File: config.mk
export PLATFORM = sky130hd
export DESIGN_NAME = mem_port_arbiter
export DESIGN_NICKNAME = d
export VERILOG_FILES = /design/src/rtl/mem_port_arbiter.sv
export SDC_FILE = /design/constraint.sdc
export NUM_CORES = 1
export LEC_CHECK = 0
export BUFFER_PORTS_ARGS = -buffer_cell sky130_fd_sc_hd__buf_2
export CAP_MARGIN = 30
export CORE_MARGIN = 2
export CORE_UTILIZATION = 56
export CTS_BUF_LIST = sky130_fd_sc_hd__clkbuf_2 sky130_fd_sc_hd__clkbuf_4 sky130_fd_sc_hd__clkbuf_8
export DETAILED_ROUTE_END_ITERATION = 10
export PLACE_DENSITY_LB_ADDON = 0.2
export SLEW_MARGIN = 20
export SYNTH_ARGS = -nofsm -noshare
export SYNTH_HDL_FRONTEND = slang
export SYNTH_SLANG_ARGS = --single-unit
File: constraint.sdc
create_clock -name clk -period 4.3 [get_ports clk]
set_input_delay 0.43 -clock clk [delete_from_list [all_inputs] [get_ports clk]]
set_output_delay 0.43 -clock clk [all_outputs]
set_load 0.05 [all_outputs]
File: src/rtl/mem_port_arbiter.sv
// Shares one single-ported, variable-latency memory between the core's
// instruction-fetch port and its data port. Each access is granted in IDLE,
// held on the memory port through BUSY until mack, then answered with a
// one-cycle ready pulse in RESP. Data wins contention unless it has already
// taken FAIR_LIMIT consecutive grants while a fetch was waiting.
module mem_port_arbiter #(
    parameter int unsigned FAIR_LIMIT = 4
) (
    input  logic        clk,
    input  logic        reset,

    // Instruction-fetch port
    input  logic        ireq,
    input  logic [31:0] iaddr,
    output logic [31:0] irdata,
    output logic        iready,

    // Data (load/store) port
    input  logic        dreq,
    input  logic        dwe,
    input  logic [31:0] daddr,
    input  logic [31:0] dwdata,
    output logic [31:0] drdata,
    output logic        dready,

    // Unified memory port
    output logic        mreq,
    output logic        mwe,
    output logic [31:0] maddr,
    output logic [31:0] mwdata,
    input  logic [31:0] mrdata,
    input  logic        mack
);

    localparam int unsigned AW = 32;
    localparam int unsigned DW = 32;
    localparam int unsigned CW = 4;

    localparam logic [CW-1:0] FAIR_MAX = CW'(FAIR_LIMIT);

    typedef enum logic [1:0] {
        ST_IDLE = 2'd0,
        ST_BUSY = 2'd1,
        ST_RESP = 2'd2
    } state_e;

    state_e          state_q,      state_d;
    logic [CW-1:0]   fair_cnt_q,   fair_cnt_d;
    logic            win_data_q,   win_data_d;

    // Holding registers for the granted access
    logic [AW-1:0]   hold_addr_q,  hold_addr_d;
    logic            hold_we_q,    hold_we_d;
    logic [DW-1:0]   hold_wdata_q, hold_wdata_d;

    // Registered outputs
    logic            mreq_q,       mreq_d;
    logic            mwe_q,        mwe_d;
    logic [AW-1:0]   maddr_q,      maddr_d;
    logic [DW-1:0]   mwdata_q,     mwdata_d;
    logic            iready_q,     iready_d;
    logic            dready_q,     dready_d;
    logic [DW-1:0]   irdata_q,     irdata_d;
    logic [DW-1:0]   drdata_q,     drdata_d;

    logic            grant_data;

    // Next-state, arbitration, capture and registered-output values
    always_comb begin
        state_d      = state_q;
        fair_cnt_d   = fair_cnt_q;
        win_data_d   = win_data_q;
        hold_addr_d  = hold_addr_q;
        hold_we_d    = hold_we_q;
        hold_wdata_d = hold_wdata_q;
        irdata_d     = irdata_q;
        drdata_d     = drdata_q;
        grant_data   = 1'b0;
        mreq_d       = 1'b0;
        mwe_d        = 1'b0;
        maddr_d      = '0;
        mwdata_d     = '0;
        iready_d     = 1'b0;
        dready_d     = 1'b0;

        unique case (state_q)
            ST_IDLE: begin
                if (ireq || dreq) begin
                    // Data wins unless a waiting fetch has hit its fairness limit
                    grant_data = dreq && !(ireq && (fair_cnt_q >= FAIR_MAX));
                    win_data_d = grant_data;
                    state_d    = ST_BUSY;
                    if (grant_data) begin
                        hold_addr_d  = daddr;
                        hold_we_d    = dwe;
                        hold_wdata_d = dwdata;
                        if (ireq) begin
                            fair_cnt_d = (fair_cnt_q >= FAIR_MAX) ? FAIR_MAX
                                                                  : fair_cnt_q + CW'(1);
                        end else begin
                            fair_cnt_d = '0;
                        end
                    end else begin
                        hold_addr_d  = iaddr;
                        hold_we_d    = 1'b0;
                        hold_wdata_d = '0;
                        fair_cnt_d   = '0;
                    end
                end
            end
            ST_BUSY: begin
                if (mack) begin
                    state_d = ST_RESP;
                    if (win_data_q) begin
                        drdata_d = mrdata;
                    end else begin
                        irdata_d = mrdata;
                    end
                end
            end
            ST_RESP: begin
                state_d = ST_IDLE;
            end
            default: begin
                state_d = ST_IDLE;
            end
        endcase

        // Memory port driven from the holding registers only while in BUSY
        if (state_d == ST_BUSY) begin
            mreq_d   = 1'b1;
            mwe_d    = hold_we_d;
            maddr_d  = hold_addr_d;
            mwdata_d = hold_wdata_d;
        end

        // Winner's ready pulses for the single RESP cycle
        if (state_d == ST_RESP) begin
            iready_d = !win_data_d;
            dready_d = win_data_d;
        end
    end

    // State and output registers
    always_ff @(posedge clk or negedge reset) begin
        if (!reset) begin
            state_q      <= ST_IDLE;
            fair_cnt_q   <= '0;
            win_data_q   <= 1'b0;
            hold_addr_q  <= '0;
            hold_we_q    <= 1'b0;
            hold_wdata_q <= '0;
            mreq_q       <= 1'b0;
            mwe_q        <= 1'b0;
            maddr_q      <= '0;
            mwdata_q     <= '0;
            iready_q     <= 1'b0;
            dready_q     <= 1'b0;
            irdata_q     <= '0;
            drdata_q     <= '0;
        end else begin
            state_q      <= state_d;
            fair_cnt_q   <= fair_cnt_d;
            win_data_q   <= win_data_d;
            hold_addr_q  <= hold_addr_d;
            hold_we_q    <= hold_we_d;
            hold_wdata_q <= hold_wdata_d;
            mreq_q       <= mreq_d;
            mwe_q        <= mwe_d;
            maddr_q      <= maddr_d;
            mwdata_q     <= mwdata_d;
            iready_q     <= iready_d;
            dready_q     <= dready_d;
            irdata_q     <= irdata_d;
            drdata_q     <= drdata_d;
        end
    end

    assign mreq   = mreq_q;
    assign mwe    = mwe_q;
    assign maddr  = maddr_q;
    assign mwdata = mwdata_q;
    assign iready = iready_q;
    assign dready = dready_q;
    assign irdata = irdata_q;
    assign drdata = drdata_q;

endmodule

After elaboration in Yosys (flattened, before gate mapping)
Cells that the tools add are included.
- flip-flop bits (word level): 204
- bits in latches: 0
- memory bits (writable): 0
- memory bits (read-only): 0
- input port bits: 134
- output and inout bits: 132
- memories kept: 0
- add/subtract/negate cells: 1
- multiply operators: 0
- div/mod/pow operators: 0
- order comparisons: 1
- eq/ne operators: 3
- shift-type cells: 0
- muxes and demuxes: 23
- bitwise operators: 1
- reductions and logical operators: 9
- operator list (cell ; count):
    32-bit 2-to-1 mux ; 8
    4-bit 2-to-1 mux ; 3
    1-bit 2-to-1 mux ; 9
    3-bit AND reduction ; 2
    4-bit by 1-bit adder with 4-bit output, second input constant ; 1
    2-bit by 1-bit == test with 1-bit output, second input constant ; 2
    4-bit by 3-bit >= comparator with 1-bit output, second input constant ; 1
    2-bit 2-to-1 mux ; 2
    2-bit case mux with 2 select lines ; 1
    2-bit == test, second input constant ; 1
    1-bit logical AND ; 2
    1-bit zero test ; 2
    2-bit zero test ; 1
    2-bit AND reduction ; 1
    1-bit logical OR ; 1
    1-bit inverter ; 1

Longest topological paths before layout
Gate-level depths: netlist of the first run.
- word-level depth: 8
- mapped depth: 6
- mapped depth without buffers: 4

Worst setup path before layout of the first run
No wires, ideal clock.
- path kind: in2reg
- start: input dreq
- end: register maddr_q[10], in the netlist maddr[10]
- data arrival time: 1.392 ns
- required time: 4.162 ns
- path slack: 2.770 ns
- stages: 6
- buffers on the path: 3
- path through: buf_2 or2_2 clkbuf_1 buf_2 a21oi_1 a211oi_1
- longest elaborated chain between the ends: 5
- elaborated cells between the ends (all ways): 9
- ends and longest elaborated chain (what ; line ; text):
    start, declared ; 19 ; input logic dreq,
    1-bit logical OR / 1-bit logical AND (equally long branches) ; 88, 90 ;
    2-bit 2-to-1 mux / 32-bit 2-to-1 mux (equally long branches) ; 88, 93 ;
    2-bit case mux with 2 select lines / 32-bit 2-to-1 mux (equally long branches) ; 86, 88 ;
    2-bit by 1-bit == test with 1-bit output / 32-bit 2-to-1 mux (equally long branches) ; 130, 86 ;
    32-bit 2-to-1 mux * ; 130 ; if (state_d == ST_BUSY) begin
    named net maddr_d[10] ; 59 ; logic [AW-1:0] maddr_q, maddr_d;
    end signal, assigned ; 170 ; maddr_q <= maddr_d;
    end, declared ; 59 ;
The timed path passes the listed nets; every way through them passes the cells marked *.
A chain may end at the register's enable or synchronous reset.

Final worst setup path of the first run
- start: register fair_cnt_q[3]
- end: register maddr_q[3], in the netlist maddr[3]
- longest elaborated chain between the ends: 8
- ends and longest elaborated chain (what ; line ; text):
    start, declared ; 48 ; logic [CW-1:0] fair_cnt_q, fair_cnt_d;
    start signal, assigned ; 163 ; fair_cnt_q <= fair_cnt_d;
    4-bit by 3-bit >= comparator with 1-bit output ; 90 ; grant_data = dreq && !(ireq && (fair_cnt_q >= FAIR_MAX));
    1-bit logical AND ; 90 ;
    1-bit zero test ; 90 ;
    1-bit logical AND ; 90 ;
    32-bit 2-to-1 mux ; 93 ; if (grant_data) begin
    32-bit 2-to-1 mux ; 88 ; if (ireq || dreq) begin
    32-bit 2-to-1 mux ; 86 ; unique case (state_q)
    32-bit 2-to-1 mux ; 130 ;
    named net maddr_d[3] ; 59 ;
The timed path passes the listed nets, and every way through them passes these cells.

==> run metrics, run 1 <==
Final setup viols=0; Placer Congestion=0.7940; Non-Filler Instances=1106; family with the most delay on the worst path=compound AO/OA/AOI/OAI gates; CTS tree=yes; Worst-Skew Late Latency=0.49 ns; Layout Nets=1036; pin count of the biggest net entering global routing=70; Overall Power=8.824 mW; cell area after synthesis=8063 um^2; Die Ht=124.0 um; CTS Buffer Depth=3; CTS root buf=clkbuf_8; Leak=5.057 nW; final core utilization=0.7319; post-synth cell types=31; routed len/inst=18.93 um; CP Max Fanout=36; MaxCap Viol Count=0; initial drt markers=412; Post-Place Cells=1042; max frequency=432.6 MHz; Worst path slowest cell=o21ai_4; Area after DPL=9482 um^2; met2 Use GR=0.4485; DRC Markers=0; Mapped Nets=778; most frequent cells in the layout=buf_2, dfrtp_1, a21oi_1; Worst Setup Start Kind=flop; GR Util met1=0.3370; Worst Max-Slew Pin Slew=0.8658 ns; Hold WC Path Type=primary input to flop; starting density of the core=0.5764; Buf+Inv Stages, Crit Path=1; clk slew on worst S/H paths=0.06 ns; GRT Total Usage=0.2670; Post-DRT Antenna Nets=0; Port-buffer cells=265; Max H-tree Level=2; Syn Inst Count=643; gr ovfl total=0; RSZ-0062 raised after global routing=no; share of cells above drive strength 1=0.4507; GR Util met3=0.06456; total wire length=20930 um; Worst slew margin=0.4206; setup TNS=0 ns; Max Slew Vio Count=0; routed vias/inst=5.778; DR vias=6391; setup bufs post-CTS=0; commonest non-fill, non-tap cell in the layout=buf_2; Synth Register Bits=204; post_cts resized=0; Final min period=2.311 ns; sequential fraction of the synthesis area=0.6331; Design Area, Final=10240 um^2; Yosys warning total=0; status=complete, no violations; CTS Buf Count=34; # rows=43; I/O Pins=266; dpl hpwl=13790 um; PD cells=861.8 nW/um^2; die area=15370 um^2; Final period util=0.5375; DR pass1 iterations=5; first-pass GRT wire length=31680 um; Max IR drop VDD=520.8 uV; Clock Skew=0.01980 ns; CP Capture Type=flop; final-report hold violation count=0; CP max stage delay=0.72 ns; required time worst endpoint=4.68 ns; vias in the first global route=6256; clock sinks=204; grt peak-use layer=met2; CP arrival=2.69 ns; Setup CP Type=flop to flop; area growth from synthesis to layout=26.99%; number of antenna violations at the first check in global routing=3; die span in x=124.0 um; core box area=13990 um^2; syn avg cell area=12.54 um^2; CP Cell Sequence=o21ai_4, buf_4, a311oi_1, a211oi_1
[where the power goes]
group	internal, mW	switching, mW	leakage, nW
clock	1.02	0.715	0.381
sequential	2.74	0.342	2.51
combinational	1.06	2.95	2.16
total	4.82	4.00	5.06
[sequential cells by signal, indices dropped and copies added (netlist names)]
signal and flops:
mreq 1, drdata 32, mwdata 32, state_q 2
hold_addr_q 32, irdata 32, hold_wdata_q 32, iready 1
dready 1, win_data_q 1, fair_cnt_q 4, hold_we_q 1
mwe 1, maddr 32
[synth_stat cells, drive strengths merged]
master,n,share of area
nor2b,1,0.00078
nand3,34,0.021
o21a,1,0.00093
dfrtp,204,0.63
a211o,1,0.0011
and3b,1,0.0011
a311oi,32,0.043
a22o,1,0.0011
clkbuf,21,0.0098
nor3,3,0.0019
a211oi,32,0.030
nor3b,1,0.0016
nor2,2,0.00093
or2,2,0.0016
inv,4,0.0019
mux2,64,0.10
and2,1,0.00078
buf,34,0.024
nand2,36,0.017
a21o,1,0.00093
o21ai,68,0.042
a32o,1,0.0012
ha,1,0.0016
a21oi,97,0.060
[cell families (layout without fill, tap and decap cells)]
| kind of cell | after synthesis | in the layout | share of synthesized area |
|---|---|---|---|
| fa+ha+maj | 1 | 1 | 0.001552 |
| other cells | 0 | 3 | 0 |
| mux | 64 | 64 | 0.1029 |
| compound gates | 234 | 234 | 0.1800 |
| flops | 204 | 204 | 0.6331 |
| buf+inv | 59 | 339 | 0.03600 |
| simple gates | 81 | 81 | 0.04640 |
[stage by stage]
step                      hold WS, ns  setup WS, ns
after floorplan                0.1344         2.770
after global placement         0.4756         1.847
after detailed placement       0.4737         1.796
after CTS                      0.1672         1.976
after global routing           0.1632         1.833
final                          0.1847         1.989
[metal layers]
layer | up-vias | part of all wire
li1 | 2880 | -
met1 | 3167 | 0.40
met2 | 299 | 0.49
met3 | 45 | 0.089
met4 | 0 | 0.023
met5 | - | 0
[final timing paths]
path / start / to / slack, ns / cells past startpoint
worst max register to register: fair_cnt_q[3]$_DFFE_PN0P_ / maddr[3]$_DFF_PN0_ / 1.99 / 4
min in group asynchronous: reset / maddr[24]$_DFF_PN0_ / 0.50 / 2
worst min-delay path: mrdata[20] / irdata[20]$_DFFE_PN0P_ / 0.18 / 2
worst min register to register: fair_cnt_q[0]$_DFFE_PN0P_ / fair_cnt_q[0]$_DFFE_PN0P_ / 0.50 / 1
max in group asynchronous: reset / drdata[22]$_DFFE_PN0P_ / 2.52 / 4
worst max-delay path: fair_cnt_q[3]$_DFFE_PN0P_ / maddr[3]$_DFF_PN0_ / 1.99 / 4
[final cells by class]
cell class,count,area [um^2]
tap,180,225.2
clock inverter,3,15.01
timing repair buffer,277,1463
inverter,4,15.01
fill,996,3750
clock buffer,55,694.4
antenna,3,7.507
sequential,204,5105
multi-input combinational,380,2714
[repair_timing]
item | in CTS | in global routing
hold buffers | 1 | 0
hold endpoints to repair | 67 | 0
endpoints found under the setup margin | 0 | 0
(Power assumes the default switching activity.)
==> inputs of run 2 (changes only) <==
--- a/config.mk
+++ b/config.mk
@@ -5,10 +5,11 @@
 export SDC_FILE = /design/constraint.sdc
 export NUM_CORES = 1
 export LEC_CHECK = 0
+export ABC_AREA = 1
 export BUFFER_PORTS_ARGS = -buffer_cell sky130_fd_sc_hd__buf_2
 export CAP_MARGIN = 30
 export CORE_MARGIN = 2
-export CORE_UTILIZATION = 56
+export CORE_UTILIZATION = 52
 export CTS_BUF_LIST = sky130_fd_sc_hd__clkbuf_2 sky130_fd_sc_hd__clkbuf_4 sky130_fd_sc_hd__clkbuf_8
 export DETAILED_ROUTE_END_ITERATION = 10
 export PLACE_DENSITY_LB_ADDON = 0.2
==> constraint.sdc (replaced) <==
create_clock -name clk -period 2.4 [get_ports clk]
set_input_delay 0.24 -clock clk [delete_from_list [all_inputs] [get_ports clk]]
set_output_delay 0.24 -clock clk [all_outputs]
set_load 0.05 [all_outputs]
==> run 2 against run 1 <==
  * Cell area rose by 5.2%
  * Clock power rose by 83%
  * Fmax up 35%
  * Core utilization increased by 0.65 points
  * Flip-flop and latch count stayed put
  * Synthesized cell count rose by 24%
  * Setup slack lost 1.3 ns
  * Critical path depth rose by 1
  * Sequential share of layout area is 2.5 points lower
  * Via count increased by 2.5%
  * Wire length down 6.7%
  * Area after synthesis fell by 3.3%
  * Critical path type unchanged
==> run metrics, run 2 <==
number of flops mapped to enable cells by yosys=0; final-report hold violation count=0; clk slew on worst S/H paths=0.06 ns; CTS root buf=clkbuf_8; die area=15990 um^2; Port-buffer cells=265; total wire length=19540 um; top-area cell type share of the netlist area=0.6547; # rows=44; max frequency=583.7 MHz; vias in the first global route=6568; metal3 WL=1365 um; Setup WS pre-CTS=0.5899 ns; clock sinks=204; Post-DRT Antenna Nets=0; Final setup viols=0; Main synth FF type=dfrtp_1; CP Max Fanout=35; die span in x=126.5 um; CTS tree=yes; Max H-tree Level=1; Worst-Skew Late Latency=0.54 ns; largest area contributor in the netlist=dfrtp_1; Fill cells=1020; Placer Congestion=0.7994; Synth Register Bits=204; Post-synth ARST share=1.000; cell area after synthesis=7797 um^2; Max IR drop VDD=779.2 uV; I/O Pins=266; RSZ-0062 raised after global routing=no; DR vias=6553; CP arrival=2.17 ns; sequential fraction of the synthesis area=0.6547; Layout Nets=1277; Worst Setup Start Kind=flop; Syn Inst Count=798; final worst setup slack=0.6869 ns; syn avg cell area=9.771 um^2; required time worst endpoint=2.85 ns; DRC Markers=0; Max Slew Vio Count=0; Worst Max-Slew Pin Slew=0.6133 ns; PD cells=1504 nW/um^2; routed len/inst=14.46 um; share of cells above drive strength 1=0.3111; commonest cells in the netlist=nand2_1, dfrtp_1, inv_1; Hold WC Path Type=primary input to flop; Leak=5.981 nW; setup TNS=0 ns; first-pass GRT wire length=31520 um; post_cts resized=0; gr ovfl total=0; worst r2r path cells=5; post-synth cell types=23; CP Capture Type=flop; Die Ht=126.5 um; DR pass1 iterations=5; Final period util=0.7138; CTS Buf Count=31; routed vias/inst=4.850; status=complete, no violations; pin count of the biggest net entering global routing=66; DRT met1 WL=8177 um; Overall Power=16.21 mW; Mapped Nets=933; starting density of the core=0.5345; Top Layer Used=met4; initial drt markers=306; core box area=14590 um^2; MaxCap Viol Count=0; area growth from synthesis to layout=38.16%; Final min period=1.713 ns; worst hold path depth=5; commonest non-fill, non-tap cell in the layout=buf_2; met2 routed WL=9387 um; GRT Total Usage=0.2418; Synth area leaders=dfrtp_1, nand2_1, nand3_1, inv_1, o21ai_1; Yosys warning total=0; most frequent cell after synthesis=nand2_1; number of diodes=0; CTS Buffer Depth=3; Setup CP Type=flop to flop; dpl hpwl=12120 um; Min Hold Slack=0.03384 ns; Worst slew margin=0.5905; most frequent cells in the layout=buf_2, nand2_1, dfrtp_1; number of antenna violations at the first check in global routing=0; Clock Skew=0.02506 ns; final core utilization=0.7384
run 2: cell count changes in the layout (fill, tap and decap cells not counted), moves of 16 or more:
cell	change
nand3_1	+31
a211oi_1	-32
or2_0	+16
inv_1	+66
nand2_1	+200
o21ai_1	+37
a21oi_1	-64
nor2_1	+33
mux2_4	-29
dlygate4sd3_1	+77
o21ai_0	-37
a311oi_1	-22
mux2_2	-35
run 2: where the power goes:
part | switching (mW) | internal (mW) | leakage [nW] | total [mW]
combinational | 5.74 | 1.83 | 3.03 | 7.57
sequential | 0.551 | 4.93 | 2.57 | 5.48
clock | 1.29 | 1.87 | 0.384 | 3.16
run 2: worst max-delay path, stage by stage, from the launching register on:
cell and delay, ns:
dfrtp_1 0.41, nor2_4 0.18, nand3_2 0.14, inv_2 0.49, nand2_1 0.17, a21oi_1 0.22
run 2: cells by family after synthesis:
| group | synth area share |
|---|---|
| flops | 0.6547 |
| buf+inv | 0.07157 |
| simple gates | 0.2028 |
| compound gates | 0.06932 |
| fa+ha+maj | 0.001604 |
run 2: timing repair:
action,4_1_cts,5_1_grt
hold endpoints to repair,205,0
hold buffers,78,0
buffers inserted,0,0
run 2: stage by stage:
stage	instance area (um^2)	cells
final	10770	1351
after global routing	10770	1351
after CTS	10770	1351
after global placement	9266	1215
after detailed placement	9266	1215
after floorplan	7797	798
run 2: worst paths after layout:
check                                      startpoint                          to  slack, ns
max                              state_q[0]$_DFF_PN0_         mwdata[6]$_DFF_PN0_       0.69
min                                         iaddr[16]   hold_addr_q[16]$_DFF_PN0_       0.03
max reg2reg                      state_q[0]$_DFF_PN0_         mwdata[6]$_DFF_PN0_       0.69
min reg2reg                hold_wdata_q[31]$_DFF_PN0_  hold_wdata_q[31]$_DFF_PN0_       0.47
max in group asynchronous                       reset        mwdata[24]$_DFF_PN0_       1.34
min in group asynchronous                       reset  hold_wdata_q[10]$_DFF_PN0_       0.24
run 2: layer usage:
metal	GRT usage	up-vias
li1	-	3198
met1	0.3261	3051
met2	0.3979	256
met3	0.04302	48
met4	0.08727	0
met5	0	-
run 2: layout make-up:
cell class	instances	area (um^2)	area share
timing repair buffer	356	2301	0.2136
tap	184	230.2	0.02137
inverter	73	274.0	0.02544
sequential	204	5105	0.4739
clock inverter	5	52.55	0.004878
clock buffer	53	673.1	0.06249
multi-input combinational	476	2137	0.1984
==> inputs of run 3 (changes only) <==
--- a/config.mk
+++ b/config.mk
@@ -5,7 +5,7 @@
 export SDC_FILE = /design/constraint.sdc
 export NUM_CORES = 1
 export LEC_CHECK = 0
-export ABC_AREA = 1
+export ABC_AREA = 0
 export BUFFER_PORTS_ARGS = -buffer_cell sky130_fd_sc_hd__buf_2
 export CAP_MARGIN = 30
 export CORE_MARGIN = 2
==> constraint.sdc (replaced) <==
create_clock -name clk -period 1.67 [get_ports clk]
set_input_delay 0.167 -clock clk [delete_from_list [all_inputs] [get_ports clk]]
set_output_delay 0.167 -clock clk [all_outputs]
set_load 0.05 [all_outputs]
==> run 3 against run 2 <==
  * Non-clock buffer count rose by 40
  * Combinational power rose by 43%
  * Hold slack got worse by 0.0062 ns
  * Fmax rose by 3.2%
  * Setup slack got worse by 0.68 ns
  * Critical endpoint is now maddr[1]$_DFF_PN0_
==> run metrics, run 3 (synthesized netlist as in run 1, its figures left out) <==
status=complete, no violations; total wire length=22900 um; share of cells above drive strength 1=0.4253; start of the worst register-to-register path=state_q[1]$_DFF_PN0_; I/O Pins=266; Max IR drop VDD=1088 uV; Final setup viols=0; Post-DRT Antenna Nets=0; vias in the first global route=7152; setup bufs post-CTS=0; Overall Power=23.45 mW; number of antenna violations at the first check in global routing=2; Die Ht=128.5 um; Fill cells=962; dpl hpwl=14030 um; Worst Max-Slew Pin Slew=0.4243 ns; CP max stage delay=0.38 ns; Final min period=1.661 ns; CTS Buffer Depth=3; Setup WS pre-CTS=0.05715 ns; final-report hold violation count=0; max frequency=602.2 MHz; CP Max Fanout=17; CP Capture Type=flop; Port-buffer cells=265; CP arrival=2.03 ns; worst r2r path cells=5; RSZ-0062 raised after global routing=yes; Final period util=0.9944; most frequent cells in the layout=buf_2, dfrtp_1, dlygate4sd3_1; Min Hold Slack=0.02764 ns; Setup CP Type=flop to flop; gr ovfl total=0; DR vias=6914; Worst Setup Start Kind=flop; DRC Markers=0; CP dominant cell by count=buf_4; Worst Setup SP=state_q[1]$_DFF_PN0_; Area after DPL=9729 um^2; first-pass GRT wire length=35670 um; # rows=45; commonest non-fill, non-tap cell in the layout=buf_2; die span in x=128.5 um; final worst setup slack=0.009285 ns; CP endpoint=maddr[1]$_DFF_PN0_; routed len/inst=18.56 um; Leak=5.628 nW; Clock Skew=0.01332 ns; required time worst endpoint=2.04 ns; Placer Congestion=0.8096; area growth from synthesis to layout=43.64%; Design Area, Final=11580 um^2; Hold WC Path Type=primary input to flop; Worst slew margin=0.7141; Max Slew Vio Count=0; MaxCap Viol Count=0; FF+latch area=5105 um^2; clock sinks=204; CTS tree=yes; PD cells=2025 nW/um^2; Multi-input gate area=2771 um^2; Max H-tree Level=2; routed vias/inst=5.603; initial drt markers=443; Worst path slowest cell=dfrtp_1; FF-to-FF setup slack=0.009 ns; pin count of the biggest net entering global routing=59; DR pass1 iterations=5; starting density of the core=0.5304; Worst-Skew Late Latency=0.50 ns; CP Cell Sequence=buf_4, or2_2, buf_4, a311oi_1, a211oi_1; RR Endpoint=maddr[1]$_DFF_PN0_; clk slew on worst S/H paths=0.06 ns; CTS Buf Count=34; core box area=15200 um^2; Layout Nets=1155; die area=16520 um^2; GRT Total Usage=0.2743; CTS root buf=clkbuf_8
-- run 3: cell count changes in the layout (fill, tap and decap cells not counted), moves of 29 or more --
| cell | delta |
|---|---|
| nand2_1 | -200 |
| inv_1 | -66 |
| a21oi_1 | +64 |
| mux2_2 | +35 |
| nor2_1 | -33 |
| a211oi_1 | +32 |
| nand3_1 | -31 |
| mux2_4 | +29 |
-- run 3: layout make-up --
type / instances / share of cell area
diodes: 2 / 0.0004322
multi-input cells: 380 / 0.2393
inverters: 4 / 0.001296
repair buffers: 396 / 0.2336
well taps: 188 / 0.02031
flip-flops and latches: 204 / 0.4408
clock inverters: 5 / 0.004322
clock buffers: 55 / 0.05996
-- run 3: worst min-delay path by stage --
stage               from                   endpoint  slack, ns  cells after the start
2_1_floorplan      reset      drdata[0]$_DFFE_PN0P_      -0.13                      0
3_3_place_gp       reset  hold_addr_q[20]$_DFF_PN0_       0.12                      1
3_5_place_dp       reset  hold_addr_q[18]$_DFF_PN0_       0.13                      1
4_1_cts         daddr[0]   hold_addr_q[0]$_DFF_PN0_      0.001                      3
5_1_grt        daddr[29]  hold_addr_q[29]$_DFF_PN0_       0.01                      3
6_report            ireq  fair_cnt_q[0]$_DFFE_PN0P_       0.03                      3
-- run 3: routing by layer --
layer | track usage | up-vias | wire length [um]
li1 | - | 3116 | -
met1 | 0.3437 | 3352 | 9159
met2 | 0.4484 | 361 | 11220
met3 | 0.06861 | 85 | 1555
met4 | 0.1368 | 0 | 962
met5 | 0 | - | 0
-- run 3: metrics by stage --
| stage | util | cells | TNS (ns) |
|---|---|---|---|
| finish | 0.7618 | 1234 | 0 |
| global route | 0.7618 | 1234 | -0.6264 |
| CTS | 0.7568 | 1232 | 0 |
| detailed placement | 0.6400 | 1069 | 0 |
| global placement | 0.6400 | 1069 | 0 |
| floorplan | - | 643 | 0 |
-- run 3: report_power, final --
part / switching (mW) / internal [mW]
sequential: 0.889 / 7.07
combinational: 7.75 / 3.06
clock: 1.90 / 2.78
total: 10.5 / 12.9
-- run 3: critical path, delay by kind of cell (launching register included) --
kind                   cells  cell delay [ns]
AO/OA/AOI/OAI              2             0.46
AND/OR/NAND/NOR            1             0.31
buffers and inverters      2             0.38
flip-flops                 1             0.38
-- run 3: what timing repair did --
item | CTS | global route
endpoints found under the hold margin | 389 | 0
hold buffers | 103 | 0
setup endpoints to repair | 0 | 53
resized for setup | 0 | 20
